## src/rtl/multi_channel_clock_divider.sv

```systemverilog
// NUM_CH independent programmable clock dividers with registered level and tick outputs,
// configured through a valid/ready write port. Optional SYNC input under CLKDIV_SYNC_EN.
module multi_channel_clock_divider #(
  parameter int NUM_CH     = 4,
  parameter int CW         = 24,
  parameter int DEF_PERIOD = 1_000_000,
  parameter int DEF_HIGH   = 500_000,
  localparam int CHW       = (NUM_CH > 1) ? $clog2(NUM_CH) : 1
) (
  input  logic              CLK100MHZ,
  input  logic              RST,
  input  logic [NUM_CH-1:0] EN,
  input  logic              CFG_VALID,
  output logic              CFG_READY,
  input  logic [CHW-1:0]    CFG_CH,
  input  logic [CW-1:0]     CFG_PERIOD,
  input  logic [CW-1:0]     CFG_HIGH,
`ifdef CLKDIV_SYNC_EN
  input  logic              SYNC,
`endif
  output logic [NUM_CH-1:0] CLK_OUT,
  output logic [NUM_CH-1:0] TICK
);

  // Handshake: a config write transfers on any CLK100MHZ edge where CFG_VALID && CFG_READY.
  // READY is low only while the addressed channel still holds an unapplied shadow config.

  logic [CW-1:0]     cnt_q    [NUM_CH];
  logic [CW-1:0]     per_q    [NUM_CH];
  logic [CW-1:0]     hi_q     [NUM_CH];
  logic [CW-1:0]     sh_per_q [NUM_CH];
  logic [CW-1:0]     sh_hi_q  [NUM_CH];
  logic [NUM_CH-1:0] pend_q;

  logic [CW-1:0]     cnt_d    [NUM_CH];
  logic [CW-1:0]     per_d    [NUM_CH];
  logic [CW-1:0]     hi_d     [NUM_CH];
  logic [CW-1:0]     sh_per_d [NUM_CH];
  logic [CW-1:0]     sh_hi_d  [NUM_CH];
  logic [NUM_CH-1:0] pend_d;
  logic [NUM_CH-1:0] clk_d;
  logic [NUM_CH-1:0] tick_d;
  logic              cfg_ready;
  logic [CW-1:0]     cfg_per_clamped;

  // Out-of-range channels always accept, so the write is silently dropped.
  always_comb begin
    cfg_ready = 1'b1;
    for (int i = 0; i < NUM_CH; i++) begin
      if (CFG_CH == CHW'(i)) cfg_ready = !pend_q[i];
    end
  end

  assign CFG_READY       = cfg_ready;
  assign cfg_per_clamped = (CFG_PERIOD < CW'(2)) ? CW'(2) : CFG_PERIOD;

  always_comb begin
    for (int i = 0; i < NUM_CH; i++) begin
      cnt_d[i]    = cnt_q[i];
      per_d[i]    = per_q[i];
      hi_d[i]     = hi_q[i];
      sh_per_d[i] = sh_per_q[i];
      sh_hi_d[i]  = sh_hi_q[i];
      pend_d[i]   = pend_q[i];
      clk_d[i]    = CLK_OUT[i];
      tick_d[i]   = 1'b0;
`ifdef CLKDIV_SYNC_EN
      if (SYNC) begin
        if (pend_q[i]) begin
          per_d[i]  = sh_per_q[i];
          hi_d[i]   = sh_hi_q[i];
          pend_d[i] = 1'b0;
        end
        cnt_d[i] = '0;
        if (EN[i]) begin
          tick_d[i] = 1'b1;
          clk_d[i]  = (hi_d[i] != '0);
        end
      end else
`endif
      if (EN[i]) begin
        if (cnt_q[i] == per_q[i] - CW'(1)) begin
          // New period/high take effect on count 0 of the new period: no runt pulse.
          if (pend_q[i]) begin
            per_d[i]  = sh_per_q[i];
            hi_d[i]   = sh_hi_q[i];
            pend_d[i] = 1'b0;
          end
          cnt_d[i]  = '0;
          tick_d[i] = 1'b1;
          clk_d[i]  = (hi_d[i] != '0);
        end else begin
          cnt_d[i] = cnt_q[i] + CW'(1);
          clk_d[i] = (cnt_d[i] < hi_q[i]);
        end
      end else if (pend_q[i]) begin
        // Parked at the last count so the channel restarts with a tick when EN rises.
        per_d[i]  = sh_per_q[i];
        hi_d[i]   = sh_hi_q[i];
        pend_d[i] = 1'b0;
        cnt_d[i]  = sh_per_q[i] - CW'(1);
      end
      if (CFG_VALID && cfg_ready && (CFG_CH == CHW'(i))) begin
        sh_per_d[i] = cfg_per_clamped;
        sh_hi_d[i]  = CFG_HIGH;
        pend_d[i]   = 1'b1;
      end
    end
  end

  always_ff @(posedge CLK100MHZ or posedge RST) begin
    if (RST) begin
      for (int i = 0; i < NUM_CH; i++) begin
        cnt_q[i]    <= CW'(DEF_PERIOD - 1);
        per_q[i]    <= CW'(DEF_PERIOD);
        hi_q[i]     <= CW'(DEF_HIGH);
        sh_per_q[i] <= CW'(DEF_PERIOD);
        sh_hi_q[i]  <= CW'(DEF_HIGH);
      end
      pend_q  <= '0;
      CLK_OUT <= '0;
      TICK    <= '0;
    end else begin
      for (int i = 0; i < NUM_CH; i++) begin
        cnt_q[i]    <= cnt_d[i];
        per_q[i]    <= per_d[i];
        hi_q[i]     <= hi_d[i];
        sh_per_q[i] <= sh_per_d[i];
        sh_hi_q[i]  <= sh_hi_d[i];
      end
      pend_q  <= pend_d;
      CLK_OUT <= clk_d;
      TICK    <= tick_d;
    end
  end

endmodule

```

## config.mk

```make
export PLATFORM = sky130hd
export DESIGN_NAME = multi_channel_clock_divider
export DESIGN_NICKNAME = d
export VERILOG_FILES = /design/src/rtl/multi_channel_clock_divider.sv
export SDC_FILE = /design/constraint.sdc
export NUM_CORES = 1
export LEC_CHECK = 0
export BUFFER_PORTS_ARGS = -buffer_cell sky130_fd_sc_hd__buf_2
export CAP_MARGIN = 20
export CORE_MARGIN = 3
export CORE_UTILIZATION = 40
export DETAILED_ROUTE_END_ITERATION = 7
export GPL_TIMING_DRIVEN = 0
export RECOVER_POWER = 25
export SLEW_MARGIN = 20
export SYNTH_ARGS = -nofsm -noshare
export SYNTH_HDL_FRONTEND = slang
export SYNTH_SLANG_ARGS = --single-unit
export TNS_END_PERCENT = 50
```

## constraint.sdc

```tcl
create_clock -name CLK100MHZ -period 44.3 [get_ports CLK100MHZ]
set_input_delay 6.645 -clock CLK100MHZ [delete_from_list [all_inputs] [get_ports CLK100MHZ]]
set_output_delay 6.645 -clock CLK100MHZ [all_outputs]
set_load 0.02 [all_outputs]
```

==> metrics.txt <==
leakage power 13.7 nW; Placed Instances 4,115; maxcap violations 4; synth cell count leaders dfrtp_1, mux2_2, nand2_1; Final Power 0.00188 W; Peak Freq 0.0655 GHz; post-synthesis cell area 30,500 µm²; Seq/Total Area, Yosys 41.0%; Highest Signal Layer met5; fin crit share 34.4%; vias per cell 5.95; sw frac 36.5%; CTS HTree Levels 2; DP Worst Slack 29.80 ns; I/O Buffers 63; global-route wire length before repair 149 mm; Starting Density 40.7%; # nets final 3,366; Syn Area/Cell 9.93 µm²; Cell Rows 100; reg2reg setup slack 39.59 ns; WP data arrival 14.73 ns; Synth top area share 27.2%; Clock Tree Root clkbuf_16; layout cells sized above 1 22.0%; DIE WIDTH 282 µm; dominant cell type by area after synthesis dfrtp_1; GPL Wtd Cong 0.900; 1st-iter DRT viols 2,473; Die Area 79,700 µm²; Cell variety after synth 90; Overall Global Routing Usage 24.5%; status complete, but fails checks; Pre-antenna DRT Iters 5; EDFF count, synth 0; largest net degree at the start of global routing 105; Fin. Hold Viols 0; PostCTS Resize Cnt 0; worst vdd ir 0.0384 mV; clock-pin slew on the worst setup and hold paths 0.06 ns; combinational fraction of design power 32.8%; CTS tree done; area grow syn2layout 11.9%; met3 wire len 8.71 mm; worst slew pin tran 5.35 ns; critical-path maximum fanout 99; kind of critical path in -> async; required time of the critical path 43.77 ns; total number of vias 25,200; CORE AREA 75,100 µm²; Mapped Nets 3,238; Synth Instances 3,077; GRT overflow 0; Max Buffers Root-to-Sink 3; Setup crit start RST; Final ANT Viol Nets 0; Setup Buffers After CTS 0; Max-slew headroom -256%; count leader, synth dfrtp_1; P_int 0.00120 W; Die H 282 µm; # setup viols final 0; synth warn 0; hold path start hi_q[73]$_DFFE_PP0P_; Worst R2R Start per_q[0]$_DFFE_PP0P_; Clk pwr share 27.4%; startpoint types primary input; Final Critical Period 15.26 ns; failing checks max-capacitance violations, max-slew violations; Num CTS Buffers 57; cts-stage hold buffer count 0; worst-skew pair later-pin latency 0.65 ns; ys flop type dfrtp_1; Async SR Flop Fraction 100%; pwr dens 55.1 nW/µm²; vias in the first global route 23,800; net load switching power 0.000687 W; smallest setup slack after layout 29.04 ns; sequential share of power 39.8%; #FFs+latches synth 492; wire length on met2 42.4 mm; Post-Layout Cell Count 4,228; DRC viols 0; synth top area cells dfrtp_1, dfstp_2, mux2_2; Slew Limit Fails 385; initial antenna violation count 8; RSZ-0062 raised after global routing no; Clock Sinks 492; HP Class reg -> reg; final core occ 45.5%; Routed WL 98.5 mm; crit path capture type asynchronous set/reset pin; clk_skew 0.0122 ns; Fin Setup TNS 0 ns; Ports 66; WL met1 43.8 mm; Avg WL per Cell 23.3 µm; DPL Wire Length 71.4 mm
-- metal layers --
metal,vias to the layer above,track usage [%]
met5,-,0.477
met4,2,8.38
met3,165,6.01
met2,968,36.4
met1,12400,34.7
li1,11600,-
-- cells in the final DEF (no fill, tap or decap), types with 49 or more instances in the layout --
cell | Yosys | routed
dfrtp_1 | 332 | 332
mux2_2 | 299 | 299
nand2_1 | 209 | 209
xnor2_1 | 167 | 167
clkbuf_1 | 148 | 166
dfstp_2 | 160 | 160
nand3_1 | 158 | 158
nor2_1 | 138 | 138
inv_1 | 134 | 133
xor2_1 | 119 | 119
ha_1 | 104 | 104
o21ai_0 | 102 | 102
buf_2 | 30 | 90
nor3_1 | 86 | 86
nor4_1 | 84 | 83
a21oi_1 | 71 | 71
nand4_1 | 60 | 60
clkbuf_16 | 0 | 57
a31oi_1 | 53 | 53
o22ai_1 | 49 | 49
-- worst max-delay path: stages --
cell	delay, ns
buf_2	0.10
clkinvlp_2	0.35
clkbuf_1	3.55
clkbuf_1	3.95
-- stage by stage --
step / area (µm²) / hold slack (ns)
floorplan: 30500 / 0.477
global placement: 32100 / 0.487
detailed placement: 32200 / 0.495
CTS: 34300 / 0.509
global route: 34200 / 0.516
finish: 34200 / 0.507
-- cell families (layout without fill, tap and decap cells) --
logic type	count (synthesis)	in the layout	share of synthesized area [%]
AOI/OAI and AO/OA	577	577	13.2
xor gates and xnor gates	286	286	8.20
adders and majority gates	104	104	4.26
buffers and inverters	343	520	4.54
DFF	492	492	41.0
muxes	341	341	12.7
other	0	5	0
and+or+nand+nor	934	934	16.0
-- cell type report --
class                           count  area, µm²
Fill cell                        7219      40900
Clock inverter                     33        465
Sequential cell                   492      12500
Antenna cell                        5       12.5
Clock buffer                       75       1570
Tap cell                          969       1210
Inverter                          136        512
Buffer                            207        875
Multi-Input combinational cell   2242      16700
Timing Repair Buffer               69        359
-- sequential cells by signal, summed over array words and instances (netlist names) --
name	flops
CLK_OUT	4
TICK	4
cnt_q	96
hi_q	96
pend_q	4
per_q	96
sh_hi_q	96
sh_per_q	96
-- power groups by stage --
stage	Sequential, W	Clock (W)	Combinational (W)
after global placement	0.000753	0	0.000602
after global routing	0.000770	0.000544	0.000688
final	0.000750	0.000516	0.000618
after detailed placement	0.000755	0	0.000611
after CTS	0.000748	0.000524	0.000616
after floorplan	0.000706	0	0.000479
-- worst paths after layout --
path	cells after the start	to
setup / recovery	4	TICK[3]$_DFF_PP0_
hold / removal	1	hi_q[73]$_DFFE_PP0P_
setup reg to reg	15	per_q[2]$_DFFE_PP0P_
hold reg to reg	1	hi_q[73]$_DFFE_PP0P_
max in group CLK100MHZ	5	CFG_READY
min in group asynchronous	2	hi_q[93]$_DFFE_PP0P_
Power figures use the tool's default switching activity.
